===== src/rtl/alu_unit.sv =====
// Single-cycle RV32I integer execution unit behind the reservation station.
// Ports: clk/rst/rdy/rollback control, issue bundle in_*, CDB broadcast out_*.
module alu_unit (
  input  logic        clk,
  input  logic        rst,
  input  logic        rdy,
  input  logic        rollback,
  input  logic        in_config,
  input  logic [31:0] in_value_1,
  input  logic [31:0] in_value_2,
  input  logic [31:0] in_value_pc,
  input  logic [6:0]  in_opcode,
  input  logic [2:0]  in_precise,
  input  logic        in_more_precise,
  input  logic [31:0] in_imm,
  input  logic [3:0]  in_rob_entry,
  output logic        out_config,
  output logic [31:0] out_val,
  output logic [3:0]  out_rob_entry,
  output logic        out_jump,
  output logic [31:0] out_target
);

  localparam logic [6:0] OPC_LUI   = 7'b0110111;
  localparam logic [6:0] OPC_AUIPC = 7'b0010111;
  localparam logic [6:0] OPC_JAL   = 7'b1101111;
  localparam logic [6:0] OPC_JALR  = 7'b1100111;
  localparam logic [6:0] OPC_BR    = 7'b1100011;
  localparam logic [6:0] OPC_OPI   = 7'b0010011;
  localparam logic [6:0] OPC_OP    = 7'b0110011;

  localparam logic [2:0] F3_ADD  = 3'b000;
  localparam logic [2:0] F3_SLL  = 3'b001;
  localparam logic [2:0] F3_SLT  = 3'b010;
  localparam logic [2:0] F3_SLTU = 3'b011;
  localparam logic [2:0] F3_XOR  = 3'b100;
  localparam logic [2:0] F3_SR   = 3'b101;
  localparam logic [2:0] F3_OR   = 3'b110;
  localparam logic [2:0] F3_AND  = 3'b111;

  localparam logic [2:0] F3_BEQ  = 3'b000;
  localparam logic [2:0] F3_BNE  = 3'b001;
  localparam logic [2:0] F3_BLT  = 3'b100;
  localparam logic [2:0] F3_BGE  = 3'b101;
  localparam logic [2:0] F3_BLTU = 3'b110;
  localparam logic [2:0] F3_BGEU = 3'b111;

  typedef struct packed {
    logic [31:0] val;
    logic        jump;
    logic [31:0] target;
  } ex_res_t;

  logic is_lui;
  logic is_auipc;
  logic is_jal;
  logic is_jalr;
  logic is_br;
  logic is_opi;
  logic is_op;

  always_comb begin
    is_lui   = (in_opcode == OPC_LUI);
    is_auipc = (in_opcode == OPC_AUIPC);
    is_jal   = (in_opcode == OPC_JAL);
    is_jalr  = (in_opcode == OPC_JALR);
    is_br    = (in_opcode == OPC_BR);
    is_opi   = (in_opcode == OPC_OPI);
    is_op    = (in_opcode == OPC_OP);
  end

  logic [31:0] op_a;
  logic [31:0] op_b;
  logic [4:0]  shamt;
  logic        is_sub;

  assign op_a   = in_value_1;
  assign op_b   = is_op ? in_value_2 : in_imm;
  assign shamt  = op_b[4:0];
  // SUB exists only in the register form; OP-IMM 000 is always ADDI.
  assign is_sub = is_op & in_more_precise & (in_precise == F3_ADD);

  logic [31:0] b_eff;
  logic [31:0] sum;

  assign b_eff = is_sub ? ~op_b : op_b;
  assign sum   = op_a + b_eff + {31'd0, is_sub};

  logic lt_s;
  logic lt_u;

  assign lt_s = $signed(op_a) < $signed(op_b);
  assign lt_u = op_a < op_b;

  function automatic logic [31:0] bit_rev(input logic [31:0] x);
    logic [31:0] r;
    r = '0;
    for (int i = 0; i < 32; i++) begin
      r[i] = x[31-i];
    end
    return r;
  endfunction

  // One right shifter serves all three shifts; SLL reverses in and out.
  logic        is_sll;
  logic        fill;
  logic [31:0] sh_src;
  logic [31:0] sh_raw;
  logic [31:0] sh_mask;
  logic [31:0] sh_out;

  assign is_sll  = (in_precise == F3_SLL);
  assign fill    = ~is_sll & in_more_precise & op_a[31];
  assign sh_src  = is_sll ? bit_rev(op_a) : op_a;
  assign sh_mask = ~(32'hFFFF_FFFF >> shamt);
  assign sh_raw  = (sh_src >> shamt) | (fill ? sh_mask : 32'd0);
  assign sh_out  = is_sll ? bit_rev(sh_raw) : sh_raw;

  logic [31:0] alu_res;

  always_comb begin
    alu_res = '0;
    unique case (in_precise)
      F3_ADD:  alu_res = sum;
      F3_SLL:  alu_res = sh_out;
      F3_SLT:  alu_res = {31'd0, lt_s};
      F3_SLTU: alu_res = {31'd0, lt_u};
      F3_XOR:  alu_res = op_a ^ op_b;
      F3_SR:   alu_res = sh_out;
      F3_OR:   alu_res = op_a | op_b;
      F3_AND:  alu_res = op_a & op_b;
      default: alu_res = '0;
    endcase
  end

  logic br_eq;
  logic br_lt;
  logic br_ltu;
  logic br_taken;

  assign br_eq  = (in_value_1 == in_value_2);
  assign br_lt  = $signed(in_value_1) < $signed(in_value_2);
  assign br_ltu = in_value_1 < in_value_2;

  always_comb begin
    br_taken = 1'b0;
    unique case (in_precise)
      F3_BEQ:  br_taken = br_eq;
      F3_BNE:  br_taken = ~br_eq;
      F3_BLT:  br_taken = br_lt;
      F3_BGE:  br_taken = ~br_lt;
      F3_BLTU: br_taken = br_ltu;
      F3_BGEU: br_taken = ~br_ltu;
      default: br_taken = 1'b0;
    endcase
  end

  logic [31:0] pc_plus4;
  logic [31:0] pc_plus_imm;
  logic [31:0] jalr_sum;
  logic [31:0] jalr_tgt;

  assign pc_plus4    = in_value_pc + 32'd4;
  assign pc_plus_imm = in_value_pc + in_imm;
  assign jalr_sum    = in_value_1 + in_imm;
  assign jalr_tgt    = {jalr_sum[31:1], 1'b0};

  ex_res_t res;

  always_comb begin
    res.val    = '0;
    res.jump   = 1'b0;
    res.target = pc_plus4;
    unique case (1'b1)
      is_lui: begin
        res.val = in_imm;
      end
      is_auipc: begin
        res.val = pc_plus_imm;
      end
      is_jal: begin
        res.val    = pc_plus4;
        res.jump   = 1'b1;
        res.target = pc_plus_imm;
      end
      is_jalr: begin
        res.val    = pc_plus4;
        res.jump   = 1'b1;
        res.target = jalr_tgt;
      end
      is_br: begin
        res.jump   = br_taken;
        res.target = br_taken ? pc_plus_imm : pc_plus4;
      end
      is_opi, is_op: begin
        res.val = alu_res;
      end
      default: begin
        res.val = '0;
      end
    endcase
  end

  // Flush wins over stall and issue; idle cycles only drop the valid.
  always_ff @(posedge clk) begin
    if (rst || rollback) begin
      out_config    <= 1'b0;
      out_val       <= '0;
      out_rob_entry <= '0;
      out_jump      <= 1'b0;
      out_target    <= '0;
    end else if (rdy) begin
      out_config <= in_config;
      if (in_config) begin
        out_val       <= res.val;
        out_rob_entry <= in_rob_entry;
        out_jump      <= res.jump;
        out_target    <= res.target;
      end
    end
  end

endmodule


===== config.mk =====
export PLATFORM = sky130hd
export DESIGN_NAME = alu_unit
export DESIGN_NICKNAME = d
export VERILOG_FILES = /design/src/rtl/alu_unit.sv
export SDC_FILE = /design/constraint.sdc
export NUM_CORES = 1
export LEC_CHECK = 0
export CAP_MARGIN = 0
export CORE_AREA = 2 2 176 307
export CTS_CLUSTER_DIAMETER = 200
export DETAILED_ROUTE_END_ITERATION = 16
export DIE_AREA = 0 0 178 309
export GPL_TIMING_DRIVEN = 0
export HOLD_SLACK_MARGIN = 0.05
export SYNTH_ARGS = -nofsm -noshare
export SYNTH_HDL_FRONTEND = slang
export SYNTH_SLANG_ARGS = --single-unit

===== constraint.sdc =====
create_clock -name clk -period 11.7 [get_ports clk]
set_input_delay 3.51 -clock clk [delete_from_list [all_inputs] [get_ports clk]]
set_output_delay 3.51 -clock clk [all_outputs]
set_load 0.01 [all_outputs]

==> Word-level counts from Yosys, hierarchy flattened <==
Cells that the tools add are included.
W data, S select, Z words.
{ "totals": {"register_bits": 70, "out_inout_bits": 70, "word_cells": 61} }
{ "op_classes": {"addsub": 5, "n_lt_le_gt_ge": 4, "eq_ne": 15, "shift": 2, "n_mux": 10, "bitwise": 14, "n_reduce_logical": 6} }
{ "ops": {"columns": ["cell", "n"], "rows": [
  ["$pmux W32 S7", 1],
  ["$mux W32", 6],
  ["$lt A32 B32 Y1", 4],
  ["$pmux W32 S4", 1],
  ["$pmux W33 S3", 1],
  ["$add A32 B32 Y32", 3],
  ["$not A32 Y32", 2],
  ["$or A32 B32 Y32", 2],
  ["$add A32 B1 Y32", 1],
  ["$add A32 B3 Y32 const B", 1],
  ["$and A32 B32 Y32", 1],
  ["$eq A32 B32 Y1", 1],
  ["$shr A32 B5 Y32", 1],
  ["$shr A32 B5 Y32 const A", 1],
  ["$xor A32 B32 Y32", 1],
  ["$eq A7 B7 Y1 const B", 3],
  ["$eq A7 B5 Y1 const B", 2],
  ["$eq A7 B6 Y1 const B", 2],
  ["$eq A3 B3 Y1 const B", 4],
  ["$eq A3 B2 Y1 const B", 2],
  ["$pmux W1 S6", 1],
  ["$reduce_or A2 Y1", 3],
  ["$and A1 B1 Y1", 4],
  ["$not A1 Y1", 4],
  ["4 further kinds", 4]
]} }

==> Depth between registers and ports, before layout <==
Gate-level depths: netlist of the first run.
{ "depth": {"depth_word": 9, "ltp_mapped": 23} }

==> Worst setup path before layout of the first run <==
No wires, ideal clock.
{ "synth_path": {"kind": "in2reg", "from": "in in_opcode[5]", "to": "reg out_val[27]", "arrival_time_ns": 7.923, "t_required_ns": 11.599, "path_slack_ns": 3.676, "path_stages": 23, "path_buffers": 7, "path_cell_list": "buf_2 and4b_1 buf_4 nand2_1 buf_2 buf_2 buf_1 buf_2 buf_1 nor2_1 a21oi_1 xnor2_1 ha_1 o21ai_0 nand2b_1 a21oi_1 nor3b_1 a211oi_2 o31ai_2 a221oi_1 mux2i_1 a21oi_1 o41ai_1"} }
{ "synth_between": {"elab_chain_cells": 9} }
{ "synth_lines": {"columns": ["element", "line_no", "text"], "rows": [
  ["start: declaration", "12", "input logic [6:0] in_opcode,"],
  ["branches (longest 8 deep; another with $add A32 B32 Y32)", null, null],
  ["$pmux W32 S4 (*)", "174", "unique case (1'b1)"],
  ["end signal: assignment", "215", "out_val <= res.val;"],
  ["end: declaration", "18", "output logic [31:0] out_val,"]
]} }
Mark *: on every way between the ends.
A chain may end at the register's enable or synchronous reset.

==> Final worst setup path of the first run <==
{ "layout_path": {"from": "in in_opcode[1]", "to": "reg out_val[27]"} }
The elaborated chain is that of the path after synthesis.

==> results_dict.tcl, run 1 <==
set metrics [dict create \
    setup_viol 0 \
    yosysTopAreaCellShare 0.157 \
    rrSetupSlack_ns 10.20 \
    worst_hold_slack_ns 0.455 \
    avgSynthCellArea_um2 6.92 \
    clkPwrFrac 0.227 \
    min_path_cells 2 \
    coreArea_um2 52400 \
    hold_path_end "out_rob_entry[1]$_SDFFE_PP0P_" \
    dieArea_um2 55000 \
    pwr_density_cell_nw_per_um2 71.7 \
    gr-total-overflow 0 \
    fp.dieW_um 178 \
    pwr-share-seq 0.182 \
    vias_per_cell 6.27 \
    drive_gt1_frac 0.0456 \
    grt_max_degree 12 \
    fmax_ghz 0.0972 \
    worst_slew_margin_rel -0.00620 \
    status "complete, but fails checks" \
    nFillCells 5643 \
    numCtsBuffers 9 \
    grt_pass1_vias 19600 \
    ys_seq_area_frac 0.0901 \
    synth_area_leaders "ha_1 (16%), dfxtp_1 (9.0%), a21oi_1 (7.7%)" \
    synth_compound_area_frac 0.355 \
    crit_chain "clkdlybuf4s50_1 -> and4b_1 -> buf_4 -> nand2_1 -> buf_2 -> buf_2 -> buf_1 -> buf_2 -> buf_1 -> nor2_1 -> a21oi_1 -> xnor2_1 -> ha_1 -> o21ai_0 -> nand2b_1 -> a21oi_1 -> nor3b_1 -> a211oi_2 -> o31ai_2 -> a221oi_1 -> mux2i_1 -> a21oi_1 -> o41ai_1" \
    wirelength_um 102000 \
    dpl.hpwl_um 84900 \
    holdBufCountCts 0 \
    initial_utilization 0.297 \
    critPathTopFamily "buffers and inverters" \
    synth_cell_types 93 \
    final_common_cell "a21oi_1" \
    muxShareOfSynthArea 0.0459 \
    period_minus_slack_ns 10.29 \
    failed_checks "capacitance limit, slew limit" \
    syn_inst 2247 \
    first_pass_iters 6 \
    crit_path_end_kind "register" \
    dp_cells 3141 \
    finalCritPeriodShare 0.880 \
    synth_xor_area_frac 0.0788 \
    ys.flop_type "dfxtp_1" \
    r2r_end "out_val[10]$_SDFFE_PP0P_" \
    yosysWarnings 0 \
    port-buffer-count 214 \
    r2r_cells 4 \
    drv_slew 10 \
    max_stage_delay_ns 0.67 \
    cts_sinks 70 \
    vias 19800 \
    required_ns 11.98 \
    p_leak_nw 7.60 \
    io_pins 218 \
    multi_input_area_um2 13200 \
    rows 111 \
    tns_ns 0 \
    hold_viol_final 0 \
    grt_setup_unrepaired "false" \
    clock_skew_ns 0 \
    synth_edf_count 0 \
    cts_resized 0 \
    num_antenna_cells 0 \
    path_buf_inv 7 \
    ant_nets 0 \
    grt_pass1_wl_um 141000 \
    synthesis.nets 2593 \
    path_class "in2reg" \
    final_core_util 0.360 \
    syn_area_um2 15600 \
    synth_async_sr_flop_share 0 \
    hold_class "reg2reg" \
    cts_tree "built" \
    fin_nets 2820 \
    synth_fa_ha_area_frac 0.161 \
    switching_share 0.490 \
    regArea_um2 1400 \
    wl_per_cell_um 32.3 \
    final_cell_mix "a21oi_1 (239), clkdlybuf4s50_1 (214), nand2_1 (206)" \
    cp_max_fo 10 \
    synth_top_family_by_area "compound AO/OA/AOI/OAI gates" \
    rr_startpoint "out_val[10]$_SDFFE_PP0P_" \
    hp-start "out_rob_entry[1]$_SDFFE_PP0P_" \
    power_frac_comb 0.591 \
    h-tree-depth 3 \
    synth_top_area_cell "ha_1" \
    ys_ff_latch 70 \
    clockRootBuffer "clkbuf_16" \
    start_kind "input pin" \
    place_congestion 1.05 \
    fp.dieH_um 309 \
    ir_worst_vdd_uv 82.4 \
    post_cts_buffers 0 \
    path_clk_slew_ns 0.07 \
    yosys.area_share.simple 0.208 \
    drv_cap 2 \
    antenna_found_initial 2 \
    p_switching_mw 0.663 \
    worstMarginPinSlew_ns 1.51 \
    final_cells 3156 \
    arrival_ns 10.58 \
    area_delta_synth_final_pct 21.3 \
    clock_latency_ns 0.38 \
    track_usage 0.363 \
    p_int_mw 0.690 \
    initialDrtViolationCount 2014 \
    clk_path_buf_depth 2 \
    drc_errors 0 \
    cp_slowest_cell "buf_1" \
]
-- area by class of cell --
type                    instances  area share
multi-input cells            1941       0.700
inverters                     114      0.0227
well taps                     678      0.0450
flip-flops and latches         70      0.0743
clock buffers                  13      0.0149
repair buffers                216       0.114
clock inverters                 2    0.000796
plain buffers                 122      0.0278
-- power groups by stage --
stage / combinational (mW) / clock (mW) / sequential, mW
CTS: 0.773 / 0.307 / 0.247
detailed placement: 0.768 / 0 / 0.252
finish: 0.799 / 0.307 / 0.247
global placement: 0.767 / 0 / 0.252
global route: 0.845 / 0.309 / 0.247
floorplan: 0.447 / 0 / 0.253
-- state kept, by name, indices dropped and copies added (netlist names) --
signal / flops
out_config: 1
out_jump: 1
out_rob_entry: 4
out_target: 32
out_val: 32
-- logic make-up after synthesis --
kind of cell,after synthesis
AO/OA/AOI/OAI,853
multiplexers,68
adder cells (fa/ha/maj),198
flip-flops,70
buffers and inverters,236
XOR/XNOR,140
AND/OR/NAND/NOR,682
-- per-stage QoR --
step	setup WS (ns)	total power, mW	instance area, µm²
floorplan	3.68	0.700	15600
global placement	1.13	1.02	18500
detailed placement	1.08	1.02	18600
CTS	1.47	1.33	18900
global route	1.07	1.40	18900
finish	1.41	1.35	18900
-- layer usage --
layer | GRT usage | wire length [µm] | vias to the layer above
li1 | - | - | 8884
met1 | 0.357 | 33900 | 9360
met2 | 0.638 | 49900 | 1114
met3 | 0.0473 | 6020 | 424
met4 | 0.364 | 12200 | 2
met5 | 0 | 14 | -
-- worst reg2reg max path, stage by stage, from the launching register on --
cell and delay, ns:
dfxtp_1 0.34, a22o_1 0.31, a311oi_1 0.30, o21ai_0 0.25, o211a_1 0.19
-- Yosys cell counts (18+ instances only) --
cell / n
a21oi_1: 239
nand2_1: 206
nor2_1: 186
and3_1: 27
mux2i_1: 60
xnor2_1: 83
a221oi_1: 25
o21ai_0: 203
xor2_1: 57
buf_2: 29
nor3_1: 34
dfxtp_1: 70
clkbuf_1: 72
o211ai_1: 25
o22ai_1: 26
a21o_1: 54
nand4_1: 28
a211oi_1: 34
o221ai_1: 29
nand3_1: 97
and2_1: 18
ha_1: 195
inv_1: 111
a31oi_1: 38
-- worst max-delay path by stage --
stage	cells past startpoint	from	endpoint
global route	23	in_opcode[1]	out_val[27]$_SDFFE_PP0P_
detailed placement	23	in_opcode[1]	out_val[27]$_SDFFE_PP0P_
floorplan	23	in_opcode[5]	out_val[27]$_SDFFE_PP0P_
CTS	23	in_opcode[1]	out_val[27]$_SDFFE_PP0P_
global placement	23	in_opcode[1]	out_val[27]$_SDFFE_PP0P_
finish	23	in_opcode[1]	out_val[27]$_SDFFE_PP0P_
Note: power is estimated with default switching activity, not from simulation.
==> run 2, diff against run 1 <==
--- a/config.mk
+++ b/config.mk
@@ -12,6 +12,7 @@
 export DIE_AREA = 0 0 178 309
 export GPL_TIMING_DRIVEN = 0
 export HOLD_SLACK_MARGIN = 0.05
+export SKIP_CTS_REPAIR_TIMING = 1
 export SYNTH_ARGS = -nofsm -noshare
 export SYNTH_HDL_FRONTEND = slang
 export SYNTH_SLANG_ARGS = --single-unit
==> results of run 2 <==
The final DEF is identical to that of run 1; final timing and power are the same.
==> run 3, diff against run 2 <==
==> constraint.sdc (replaced) <==
create_clock -name clk -period 9.39 [get_ports clk]
set_input_delay 2.817 -clock clk [delete_from_list [all_inputs] [get_ports clk]]
set_output_delay 2.817 -clock clk [all_outputs]
set_load 0.01 [all_outputs]
==> run 3 against run 2 <==
  * Utilization barely moved
  * Critical endpoint is now out_val[22]$_SDFFE_PP0P_
  * Sequential share of layout area barely moved
  * First-iteration DRC count fell by 1.3%
  * Global-route usage did not move
  * Sequential cell count did not move
  * Sequential power rose by 25%
  * The flow finishes with violations (capacitance limit)
  * Count of clock-buffer cells in the layout did not move
  * Die area did not move
  * Via count rose by 0.41%
  * Clock power rose by 24%
  * Wire length fell by 0.12%
  * Largest power group unchanged
  * Critical path type unchanged
  * Clock skew did not move
==> results_dict.tcl, run 3 (synthesis gave the netlist of run 1 again) <==
set metrics [dict create \
    vias_per_cell 6.29 \
    coreArea_um2 52400 \
    fp.dieH_um 309 \
    initialDrtViolationCount 1988 \
    wl_per_cell_um 32.3 \
    r2r_cells 4 \
    dieArea_um2 55000 \
    cp_max_fo 10 \
    final_cells 3157 \
    h-tree-depth 3 \
    period_minus_slack_ns 9.23 \
    worstMarginPinSlew_ns 1.49 \
    failed_checks "capacitance limit" \
    rrSetupSlack_ns 7.89 \
    dpl.hpwl_um 84900 \
    status "complete, but fails checks" \
    cts_sinks 70 \
    dp_cells 3141 \
    place_congestion 1.05 \
    gr-total-overflow 0 \
    drv_slew 0 \
    finalCritPeriodShare 0.983 \
    clk_path_buf_depth 2 \
    track_usage 0.363 \
    pwr_density_cell_nw_per_um2 89.2 \
    rows 111 \
    final_cell_mix "a21oi_1 (239), clkdlybuf4s50_1 (214), nand2_1 (206)" \
    wirelength_um 102000 \
    io_pins 218 \
    drv_cap 1 \
    area_delta_synth_final_pct 21.3 \
    path_class "in2reg" \
    path_clk_slew_ns 0.06 \
    clock_latency_ns 0.38 \
    arrival_ns 9.46 \
    ir_worst_vdd_uv 102 \
    hold_class "reg2reg" \
    grt_pass1_vias 19600 \
    p_leak_nw 7.60 \
    numCtsBuffers 9 \
    startpoint "in_opcode[4]" \
    final_common_cell "a21oi_1" \
    drive_gt1_frac 0.0460 \
    start_kind "input pin" \
    rr_startpoint "out_val[10]$_SDFFE_PP0P_" \
    first_pass_iters 6 \
    antenna_found_initial 2 \
    fin_nets 2819 \
    grt_setup_unrepaired "false" \
    r2r_end "out_val[10]$_SDFFE_PP0P_" \
    final.setup.worst_slack_ns 0.158 \
    drc_errors 0 \
    hold_viol_final 0 \
    grt_pass1_wl_um 141000 \
    clock_skew_ns 0 \
    setup_viol 0 \
    vias 19900 \
    crit_path_end "out_val[22]$_SDFFE_PP0P_" \
    crit_path_end_kind "register" \
    fp.dieW_um 178 \
    worst_slew_margin_rel 0.00302 \
    port-buffer-count 214 \
    fmax_ghz 0.108 \
    clockRootBuffer "clkbuf_16" \
    pre_cts_ws_ns -0.532 \
    initial_utilization 0.297 \
    power_mw 1.68 \
    cts_tree "built" \
    ant_nets 0 \
    grt_max_degree 12 \
    tns_ns 0 \
    required_ns 9.62 \
    reg_top3 "out_target x32, out_val x32, out_rob_entry x4" \
]
-- run 3: cell types whose count changed in the layout (fill, tap and decap cells not counted) --
cell / delta
diode_2: +2
a221oi_1: -1
a221oi_2: +1
buf_1: -1
-- run 3: where the power goes --
part	switching, mW	internal, mW
combinational	0.646	0.350
clock	0.174	0.207
sequential	0.00472	0.303
total	0.824	0.859
-- run 3: worst min path at each step --
stage | depth (start not counted) | startpoint | to | slack, ns
2_1_floorplan | 2 | out_jump$_SDFFE_PP0P_ | out_jump$_SDFFE_PP0P_ | 0.48
3_3_place_gp | 2 | out_rob_entry[0]$_SDFFE_PP0P_ | out_rob_entry[0]$_SDFFE_PP0P_ | 0.44
3_5_place_dp | 2 | out_rob_entry[1]$_SDFFE_PP0P_ | out_rob_entry[1]$_SDFFE_PP0P_ | 0.45
4_1_cts | 2 | out_rob_entry[1]$_SDFFE_PP0P_ | out_rob_entry[1]$_SDFFE_PP0P_ | 0.46
5_1_grt | 2 | out_rob_entry[0]$_SDFFE_PP0P_ | out_rob_entry[0]$_SDFFE_PP0P_ | 0.48
6_report | 2 | out_rob_entry[1]$_SDFFE_PP0P_ | out_rob_entry[1]$_SDFFE_PP0P_ | 0.46
-- run 3: final cells by class --
type / count / area, µm²
Clock inverter: 2 / 15.0
Inverter: 114 / 428
Tap cell: 678 / 848
Multi-Input combinational cell: 1941 / 13200
Timing Repair Buffer: 216 / 2160
Buffer: 121 / 520
Clock buffer: 13 / 280
Sequential cell: 70 / 1400
Antenna cell: 2 / 5.00
Fill cell: 5651 / 33500
-- run 3: metal layers --
| metal | track usage | share of wire | up-vias |
|---|---|---|---|
| li1 | - | - | 8880 |
| met1 | 0.357 | 0.33 | 9425 |
| met2 | 0.638 | 0.49 | 1124 |
| met3 | 0.0473 | 0.058 | 434 |
| met4 | 0.364 | 0.12 | 2 |
| met5 | 0 | 0.00014 | - |
-- run 3: per-stage QoR --
stage | utilization | hold WS [ns] | cell area [µm²]
detailed placement | 0.355 | 0.449 | 18600
floorplan | - | 0.481 | 15600
global route | 0.360 | 0.483 | 18900
CTS | 0.360 | 0.458 | 18900
finish | 0.360 | 0.459 | 18900
global placement | 0.354 | 0.442 | 18500
-- run 3: critical path, cell delays in order --
cell and delay, ns:
clkdlybuf4s50_1 0.58, or3b_4 0.45, nor2_1 0.58, and3_1 0.26
clkbuf_1 0.30, clkbuf_1 0.77, xnor2_1 0.19, ha_1 0.38
nor2b_1 0.17, o31a_1 0.30, o311ai_0 0.72, o21a_1 0.31
o31a_1 0.33, o21ai_0 0.29, a21o_1 0.29, xnor2_1 0.31
a221o_1 0.28, nand3_1 0.11
